===== src/rtl/keypad_scanner.sv =====
// keypad_scanner: scans a 4x4 active-low matrix keypad one column at a time, debounces
// presses and releases, and emits one-cycle key events. Accepted key codes are shifted into a
// 16-bit entry register (newest nibble in entry[3:0]) that can drive a 4-digit display directly.
//
// Ports:
//   clk        system clock
//   rst        synchronous, active-high reset
//   row[3:0]   keypad rows, active-low, asynchronous to clk (synchronized internally)
//   entry_clr  clears entry on the next edge; wins over a coincident accept
//   col[3:0]   keypad columns, active-low, exactly one bit low
//   key_code   code of the last accepted key, 4*row_index + col_index
//   key_valid  one-cycle pulse per accepted key (and per auto-repeat when enabled)
//   key_held   high while the accepted key remains pressed
//   entry      last four key codes
//
// Optional feature: define KEYPAD_AUTOREPEAT_EN to emit repeat events while a key stays held
// (first after REPEAT_DELAY scans, then every REPEAT_RATE scans).

module keypad_scanner #(
    parameter int unsigned SCAN_DIV       = 8,
    parameter int unsigned DEBOUNCE_SCANS = 3,
    parameter int unsigned REPEAT_DELAY   = 64,
    parameter int unsigned REPEAT_RATE    = 16
) (
    input  logic        clk,
    input  logic        rst,
    input  logic [3:0]  row,
    input  logic        entry_clr,
    output logic [3:0]  col,
    output logic [3:0]  key_code,
    output logic        key_valid,
    output logic        key_held,
    output logic [15:0] entry
);

    localparam int unsigned DIV_W = $clog2(SCAN_DIV);
    localparam int unsigned CNT_W = $clog2(DEBOUNCE_SCANS + 1);

    // Elaboration-time guard against unusable parameter sets.
    if (SCAN_DIV < 4 || DEBOUNCE_SCANS < 1 || REPEAT_DELAY < 1 || REPEAT_RATE < 1)
    begin : g_param_check
        $error("keypad_scanner: illegal parameter set");
    end

    typedef enum logic [1:0] {
        StScan,
        StDebounce,
        StHeld
    } state_e;

    state_e             state_q, state_d;
    logic [3:0]         row_meta_q, row_s;
    logic [DIV_W-1:0]   div_q;
    logic               tick;
    logic [1:0]         c_q, c_d;
    logic [1:0]         r_q, r_d;
    logic [CNT_W-1:0]   deb_q, deb_d;
    logic [CNT_W-1:0]   rel_q, rel_d;
    logic [1:0]         low_row;
    logic               accept;
    logic               release_done;
    logic               rpt_pulse;
    logic [3:0]         key_code_d;
    logic               key_valid_d;
    logic               key_held_d;
    logic [15:0]        entry_d;

    assign tick = (div_q == DIV_W'(SCAN_DIV - 1));
    assign col  = ~(4'b0001 << c_q);

    // Lowest-index active row wins when several rows are low.
    always_comb begin
        low_row = 2'd0;
        for (int i = 3; i >= 0; i--) begin
            if (!row_s[i]) low_row = 2'(i);
        end
    end

    always_comb begin
        state_d      = state_q;
        c_d          = c_q;
        r_d          = r_q;
        deb_d        = deb_q;
        rel_d        = rel_q;
        accept       = 1'b0;
        release_done = 1'b0;
        unique case (state_q)
            StScan: begin
                if (tick) begin
                    if (row_s == 4'b1111) begin
                        c_d = c_q + 2'd1;
                    end else begin
                        r_d = low_row;
                        if (DEBOUNCE_SCANS == 1) begin
                            accept  = 1'b1;
                            deb_d   = '0;
                            rel_d   = '0;
                            state_d = StHeld;
                        end else begin
                            deb_d   = CNT_W'(1);
                            state_d = StDebounce;
                        end
                    end
                end
            end
            StDebounce: begin
                if (tick) begin
                    if (!row_s[r_q]) begin
                        if ((deb_q + CNT_W'(1)) == CNT_W'(DEBOUNCE_SCANS)) begin
                            accept  = 1'b1;
                            deb_d   = '0;
                            rel_d   = '0;
                            state_d = StHeld;
                        end else begin
                            deb_d = deb_q + CNT_W'(1);
                        end
                    end else begin
                        // Bounce: abandon this key and keep scanning.
                        deb_d   = '0;
                        c_d     = c_q + 2'd1;
                        state_d = StScan;
                    end
                end
            end
            StHeld: begin
                if (tick) begin
                    if (row_s[r_q]) begin
                        if ((rel_q + CNT_W'(1)) == CNT_W'(DEBOUNCE_SCANS)) begin
                            release_done = 1'b1;
                            rel_d        = '0;
                            c_d          = c_q + 2'd1;
                            state_d      = StScan;
                        end else begin
                            rel_d = rel_q + CNT_W'(1);
                        end
                    end else begin
                        rel_d = '0;
                    end
                end
            end
            default: begin
                state_d = StScan;
            end
        endcase
    end

`ifdef KEYPAD_AUTOREPEAT_EN
    localparam int unsigned RPT_MAX = (REPEAT_DELAY > REPEAT_RATE) ? REPEAT_DELAY : REPEAT_RATE;
    localparam int unsigned RPT_W   = $clog2(RPT_MAX + 1);

    logic [RPT_W-1:0] rpt_cnt_q, rpt_cnt_d;
    logic             rpt_phase_q, rpt_phase_d;  // 0: waiting for first repeat, 1: repeating
    logic [RPT_W-1:0] rpt_target;

    assign rpt_target = rpt_phase_q ? RPT_W'(REPEAT_RATE) : RPT_W'(REPEAT_DELAY);

    always_comb begin
        rpt_cnt_d   = rpt_cnt_q;
        rpt_phase_d = rpt_phase_q;
        rpt_pulse   = 1'b0;
        if (state_q != StHeld || state_d != StHeld) begin
            // Covers entry into HELD and leaving it.
            rpt_cnt_d   = '0;
            rpt_phase_d = 1'b0;
        end else if (tick) begin
            if (row_s[r_q]) begin
                rpt_cnt_d   = '0;
                rpt_phase_d = 1'b0;
            end else if ((rpt_cnt_q + RPT_W'(1)) == rpt_target) begin
                rpt_pulse   = 1'b1;
                rpt_cnt_d   = '0;
                rpt_phase_d = 1'b1;
            end else begin
                rpt_cnt_d = rpt_cnt_q + RPT_W'(1);
            end
        end
    end

    always_ff @(posedge clk) begin
        if (rst) begin
            rpt_cnt_q   <= '0;
            rpt_phase_q <= 1'b0;
        end else begin
            rpt_cnt_q   <= rpt_cnt_d;
            rpt_phase_q <= rpt_phase_d;
        end
    end
`else
    assign rpt_pulse = 1'b0;
`endif

    always_comb begin
        key_code_d  = accept ? {r_d, c_q} : key_code;
        key_valid_d = accept | rpt_pulse;
        key_held_d  = key_held;
        if (accept) begin
            key_held_d = 1'b1;
        end else if (release_done) begin
            key_held_d = 1'b0;
        end
        entry_d = entry;
        if (entry_clr) begin
            entry_d = 16'h0000;
        end else if (key_valid_d) begin
            entry_d = {entry[11:0], key_code_d};
        end
    end

    always_ff @(posedge clk) begin
        if (rst) begin
            row_meta_q <= 4'b1111;
            row_s      <= 4'b1111;
            div_q      <= '0;
            state_q    <= StScan;
            c_q        <= 2'd0;
            r_q        <= 2'd0;
            deb_q      <= '0;
            rel_q      <= '0;
            key_code   <= 4'h0;
            key_valid  <= 1'b0;
            key_held   <= 1'b0;
            entry      <= 16'h0000;
        end else begin
            row_meta_q <= row;
            row_s      <= row_meta_q;
            div_q      <= tick ? '0 : div_q + DIV_W'(1);
            state_q    <= state_d;
            c_q        <= c_d;
            r_q        <= r_d;
            deb_q      <= deb_d;
            rel_q      <= rel_d;
            key_code   <= key_code_d;
            key_valid  <= key_valid_d;
            key_held   <= key_held_d;
            entry      <= entry_d;
        end
    end

endmodule

===== config.mk =====
export PLATFORM = sky130hd
export DESIGN_NAME = keypad_scanner
export DESIGN_NICKNAME = d
export VERILOG_FILES = /design/src/rtl/keypad_scanner.sv
export SDC_FILE = /design/constraint.sdc
export NUM_CORES = 1
export LEC_CHECK = 0
export CORE_MARGIN = 1
export CORE_UTILIZATION = 45
export DETAILED_ROUTE_END_ITERATION = 8
export DONT_BUFFER_PORTS = 1
export GPL_ROUTABILITY_DRIVEN = 0
export HOLD_SLACK_MARGIN = 0.15
export PLACE_DENSITY_LB_ADDON = 0.05
export SLEW_MARGIN = 20
export SYNTH_ARGS = -nofsm -noshare
export SYNTH_HDL_FRONTEND = slang
export SYNTH_SLANG_ARGS = --single-unit

===== constraint.sdc =====
create_clock -name clk -period 4.95 [get_ports clk]
set_input_delay 0.99 -clock clk [delete_from_list [all_inputs] [get_ports clk]]
set_output_delay 0.99 -clock clk [all_outputs]
set_load 0.05 [all_outputs]

==> Word-level counts from Yosys, hierarchy flattened <==
Index checks and enable logic that the tools add are counted.
{ "totals": {"out_inout_bits": 26, "ff_bits": 43, "wordCells": 95, "input_bits": 7} }
{ "classes": {"muxes": 48, "n_reduce_logical": 11, "addsub": 4, "n_eq_ne": 17, "shifts": 1, "magnitude_cmp": 1, "n_bitwise": 1} }
{ "ops": {"columns": ["operator", "count"], "rows": [
  ["2-bit 2-to-1 mux", 31],
  ["2-bit != test, second input constant", 10],
  ["2-bit one-hot mux with 3 select lines", 2],
  ["1-bit 2-to-1 mux", 11],
  ["2-bit one-hot mux with 2 select lines", 2],
  ["8-bit AND reduction", 1],
  ["7-bit AND reduction", 1],
  ["2-bit by 1-bit adder with 2-bit output, second input constant", 3],
  ["2-bit equality test, second input constant", 3],
  ["2-bit nonzero test", 3],
  ["5-bit AND reduction", 1],
  ["4-bit equality test, second input constant", 1],
  ["4-bit 2-to-1 mux", 1],
  ["4-bit NOT", 1],
  ["4-bit AND reduction", 1],
  ["2-bit OR reduction", 2],
  ["1-bit by 2-bit << shifter with 4-bit output, first input constant", 1],
  ["3-bit by 1-bit adder with 3-bit output, second input constant", 1],
  ["3-bit equality test, second input constant", 1],
  ["2-bit by 3-bit less-than comparator with 1-bit output, second input constant", 1],
  ["3-bit != test, second input constant", 1],
  ["3-bit nonzero test", 1],
  ["1-bit binary-select mux with 2-bit select", 1],
  ["2-bit by 1-bit equality test with 1-bit output, second input constant", 1],
  ["2-bit logical NOT", 1]
]} }

==> Logic depth before layout (Yosys ltp) <==
{ "depth": {"word_depth": 8, "mapped_depth": 8, "depth_no_buf": 6} }

==> Least setup slack after synthesis <==
No wires, ideal clock.
{ "synth_timing": {"path_kind": "flip-flop to output port", "from": "register c_q[0]", "to": "output col[0]", "stages_incl_launch_ff": 4, "t_arrival_ns": 0.940, "path_buffers": 0, "required_ns": 3.960, "setup_slack_ns": 3.020, "path_cell_list": "dfxtp_1 > inv_1 > ha_1 > inv_1"} }
{ "synth_via": {"elab_chain_len": 2} }
{ "synth_lines": {"columns": ["item", "line", "rtl"], "rows": [
  ["start, declared", "55", "logic [1:0] c_q, c_d;"],
  ["start signal, assigned", "215", "c_q <= 2'd0;"],
  ["start signal, assigned", "228", "c_q <= c_d;"],
  ["1-bit by 2-bit << shifter with 4-bit output", "69", "assign col = ~(4'b0001 << c_q);"],
  ["4-bit NOT", "69", null],
  ["end, declared", "29", "output logic [3:0] col,"]
]} }
Every way passes these cells.

==> Worst setup path after layout <==
Same ends and word-level chain as after synthesis.

==> parameters.txt <==
Parameter                              Value

Finish
  Final Non-Filler Cells ... about 250
  Finished Cell Area ... between 1500 and 2000 sq um
  Ratio of cells with drive above 1 in the final layout ... 10.2%
  Synth-to-Final Area Change ... 5.13%
  Antenna diodes ... 0
  Layout net count ... between 200 and 250

Clock network
  Clock buffer count from CTS ... 5
  Number of hold buffers added after CTS ... 0
  TritonCTS clock tree ... done
  Number of gates given a new drive strength after cts ... 0
  Number of H-tree branching levels ... 2
  Total setup buffers inserted after CTS ... 0
  Number of buffers on the longest clock path ... 2
  Reg clk slew, reported paths ... roughly 0.070 ns
  Clock Latency Late Sink ... roughly 0.29 ns
  CTS sink count ... 43
  Clock tree root driver cell ... clkbuf_8

GRT
  Residual overflow from global routing ... 0
  Global-route wire length before repair ... 5700 um
  Number of global-route vias before repair ... roughly 1,400
  Total global-route track usage ... 18.0%
  Number of antenna violations at the first check in global routing ... 0
  Largest net degree at the start of global routing ... 31

Setup path
  Cells traversed along the worst timing path ... inv_1 -> ha_1 -> inv_1
  Worst flop-to-flop path startpoint ... r_q[0]
  Path type of the worst setup path ... flop to output port
  Category of cells accounting for the largest share of critical-path delay ... buffers and inverters
  FF-to-FF path depth ... 4
  Critical register-to-register path endpoint ... entry[2]
  Highest fanout seen on the critical path ... 5
  Buffers plus inverters on the worst setup path ... 2
  Setup crit start kind ... flop
  Worst R2R Setup Slack ... 2.75 ns
  Data required time at the worst endpoint ... 3.96 ns
  Most common cell type on the critical path ... inv_1
  Data arrival time at the worst-slack endpoint ... ~1.3 ns
  Maximum cell stage delay along the critical path ... ~0.42 ns
  Cell with the largest stage delay on the worst path ... dfxtp_1
  Endpoint kind of the worst setup timing path ... output port

Logic synthesis
  Fraction of synthesis flops using an asynchronous set or reset pin ... 0%
  Post-synthesis simple-gate area fraction ... 25.1%
  Number of standard cells after synthesis ... ~200
  Portion of the post-synthesis area used by sequential elements ... between 40% and 50%
  Predominant post-synthesis flop cell ... dfxtp_1
  Mean instance size in the synthesized netlist ... between 8 and 9 sq um
  Post-synthesis adder-cell area fraction ... 4.99%
  Xor and xnor fraction of the mapped netlist area ... 0%
  Compound-gate portion of the synthesized area ... about 14%
  Flops & latches, synth ... between 40 and 50
  Number of warnings issued by yosys ... 0
  Net count after synthesis ... roughly 220
  Cell Area, Synth ... about 1800 sq um
  EDFF count, synth ... 0
  Unique masters post-synth ... 34
  Largest family of logic cells by synthesized area ... simple AND/OR/NAND/NOR gates
  Multiplexer share of the synthesized area ... roughly 2.5%

Die
  Count of pins on the block boundary ... 33
  Die Y ... between 60 and 70 um
  Horizontal die dimension ... around 64 um
  Starting density of the core ... between 40% and 50%
  Area of the core ... 3720 sq um
  Number of rows created at floorplan ... 22
  Area enclosed by the die boundary ... ~4200 sq um

Timing
  Setup violators final ... 0
  Shortest clock period the worst path allows after layout ... about 2.3 ns
  Part of the cycle the worst path needs ... between 40% and 50%
  Unrepaired setup endpoints after global routing ... no
  Post-route setup slack ... 2.62 ns
  Slew Limit Headroom ... a little over two fifths
  Achievable frequency ... 428 MHz
  Count of final hold-check violations ... 0
  Slew @ Worst Pin ... about 0.85 ns
  Final clock skew ... 0.00375 ns
  Post-Route Setup TNS ... 0 ns
  Final max-slew violation count ... 0

Pwr
  Total power ... slightly below 600 uW
  Peak ir drop on the vdd network ... approximately 170 uV
  Power density cells ... 313 nW/um^2
  Leakage ... ~0.00065 uW

Drt
  DR vias ... 1,316
  Per-cell routed wire length ... roughly 13 um
  Detailed router's first-iteration violation count ... between 100 and 150
  Detail Route Antenna Nets ... 0
  Count of unresolved DRC violations after routing ... 0
  Total wire length after detailed routing ... approximately 3200 um
  First-pass iteration count of the detailed router ... 4
  Ratio of routed vias to standard cells ... about 5.4

Job
  MaxCap Viol Count ... 0

Place
  Input/output buffers ... 0
  Total cell area at the placement stage ... between 1500 and 2000 sq um
  Pre-CTS WS ... between 2 and 3 ns
  Detailed Place HPWL ... 2250 um
  # placed instances ... 239

Outcome
  Status ... finished, final reports clean

Worst hold path
  Hold EP ... row_s[0]
  Number of cells on the worst hold path ... 1
  Class of the most critical hold timing path ... flop to flop
  Hold Startpoint ... row_meta_q[0]
routing by layer:
metal | wire length [um] | global-route usage [%] | share of wire, % | vias to the layer above
li1 | - | - | - | 671
met1 | 1450 | 19.6 | 45 | 611
met2 | 1560 | 30.5 | 48 | 28
met3 | 188 | 7.75 | 5.8 | 6
met4 | 48 | 7.50 | 1.5 | 0
met5 | 0 | 0 | 0 | -
worst max-delay path by stage:
stage / startpoint / endpoint / slack, ns / depth (start not counted)
final: c_q[0] / col[0] / 2.62 / 3
after global routing: c_q[1] / col[0] / 2.51 / 3
after CTS: c_q[0] / col[0] / 2.61 / 3
after detailed placement: r_q[0] / entry[2] / 2.76 / 4
after global placement: r_q[0] / entry[2] / 2.82 / 4
after floorplan: c_q[0] / col[0] / 3.02 / 3
synth_stat cells (2+ instances only):
cell type,number,share of area [%]
clkbuf_1,10,2.1
a21oi_1,28,8.0
nand3_1,2,0.57
dfxtp_1,43,49
nor3b_1,3,1.3
a211oi_1,3,1.3
nor2_1,7,1.5
nand2_1,39,8.3
o21ai_0,3,0.85
inv_1,9,1.9
a211o_1,3,1.5
ha_1,7,5.0
a31oi_1,2,0.71
nand4_1,2,0.71
nand2b_1,6,2.1
nand3b_1,2,0.85
or2_2,9,3.2
nor3_1,2,0.57
or3_1,4,1.4
nor2b_1,5,1.8
cell type report:
| type | instances | area, sq um |
|---|---|---|
| fill | 370 | 1870 |
| sequential | 43 | 861 |
| multi-input combinational | 139 | 816 |
| clock buffer | 5 | 68.8 |
| tap | 48 | 60.1 |
| inverter | 9 | 33.8 |
| clock inverter | 1 | 7.51 |
placed cells by master, fill, tap and decap left out, drive strengths merged:
| master | Yosys | routed |
|---|---|---|
| dfxtp | 43 | 43 |
| nand2 | 39 | 39 |
| a21oi | 28 | 28 |
| inv | 9 | 9 |
| or2 | 9 | 9 |
| nor2 | 7 | 7 |
| ha | 7 | 7 |
| nand2b | 6 | 6 |
| nor2b | 5 | 5 |
| clkbuf | 10 | 5 |
| or3 | 4 | 4 |
| nor3b | 3 | 3 |
| o21ai | 3 | 3 |
| a211oi | 3 | 3 |
| a211o | 3 | 3 |
| nor3 | 3 | 3 |
| nand3b | 2 | 2 |
| nand4 | 2 | 2 |
| nand3 | 2 | 2 |
| a31oi | 2 | 2 |
| mux4 | 1 | 1 |
| and2 | 1 | 1 |
| o32ai | 1 | 1 |
| a311oi | 1 | 1 |
| mux2i | 1 | 1 |
| and3 | 1 | 1 |
| or3b | 1 | 1 |
| or4 | 1 | 1 |
| mux2 | 1 | 1 |
| nor4bb | 1 | 1 |
| a31o | 1 | 1 |
| clkinvlp | 0 | 1 |
where the power goes:
part           leakage, uW  switching (uW)  total [uW]  internal [uW]
Sequential        0.000349            4.65         357            353
Combinational     0.000265            9.82        18.9           9.10
Clock            0.0000361             108         201           93.5
Total             0.000650             122         577            455
metrics by stage:
stage               utilization (%)  hold slack (ns)
floorplan                         -            0.389
finish                         49.7            0.418
detailed placement             47.6            0.408
global route                   49.7            0.451
global placement               47.6            0.406
CTS                            49.7            0.427
kinds of logic (layout without fill, tap and decap cells):
kind of cell,count (synthesis),count (layout)
AOI/OAI and AO/OA,42,42
and+or+nand+nor,87,87
muxes,3,3
adders and majority gates,7,7
buffers and inverters,21,15
DFF,43,43
state kept, by name, indices dropped and copies added, names as in the netlist:
name,count
state_q,2
key_held,1
c_q,2
rel_q,2
row_meta_q,4
r_q,2
key_valid,1
key_code,4
div_q,3
row_s,4
deb_q,2
entry,16
(Power assumes the default switching activity.)
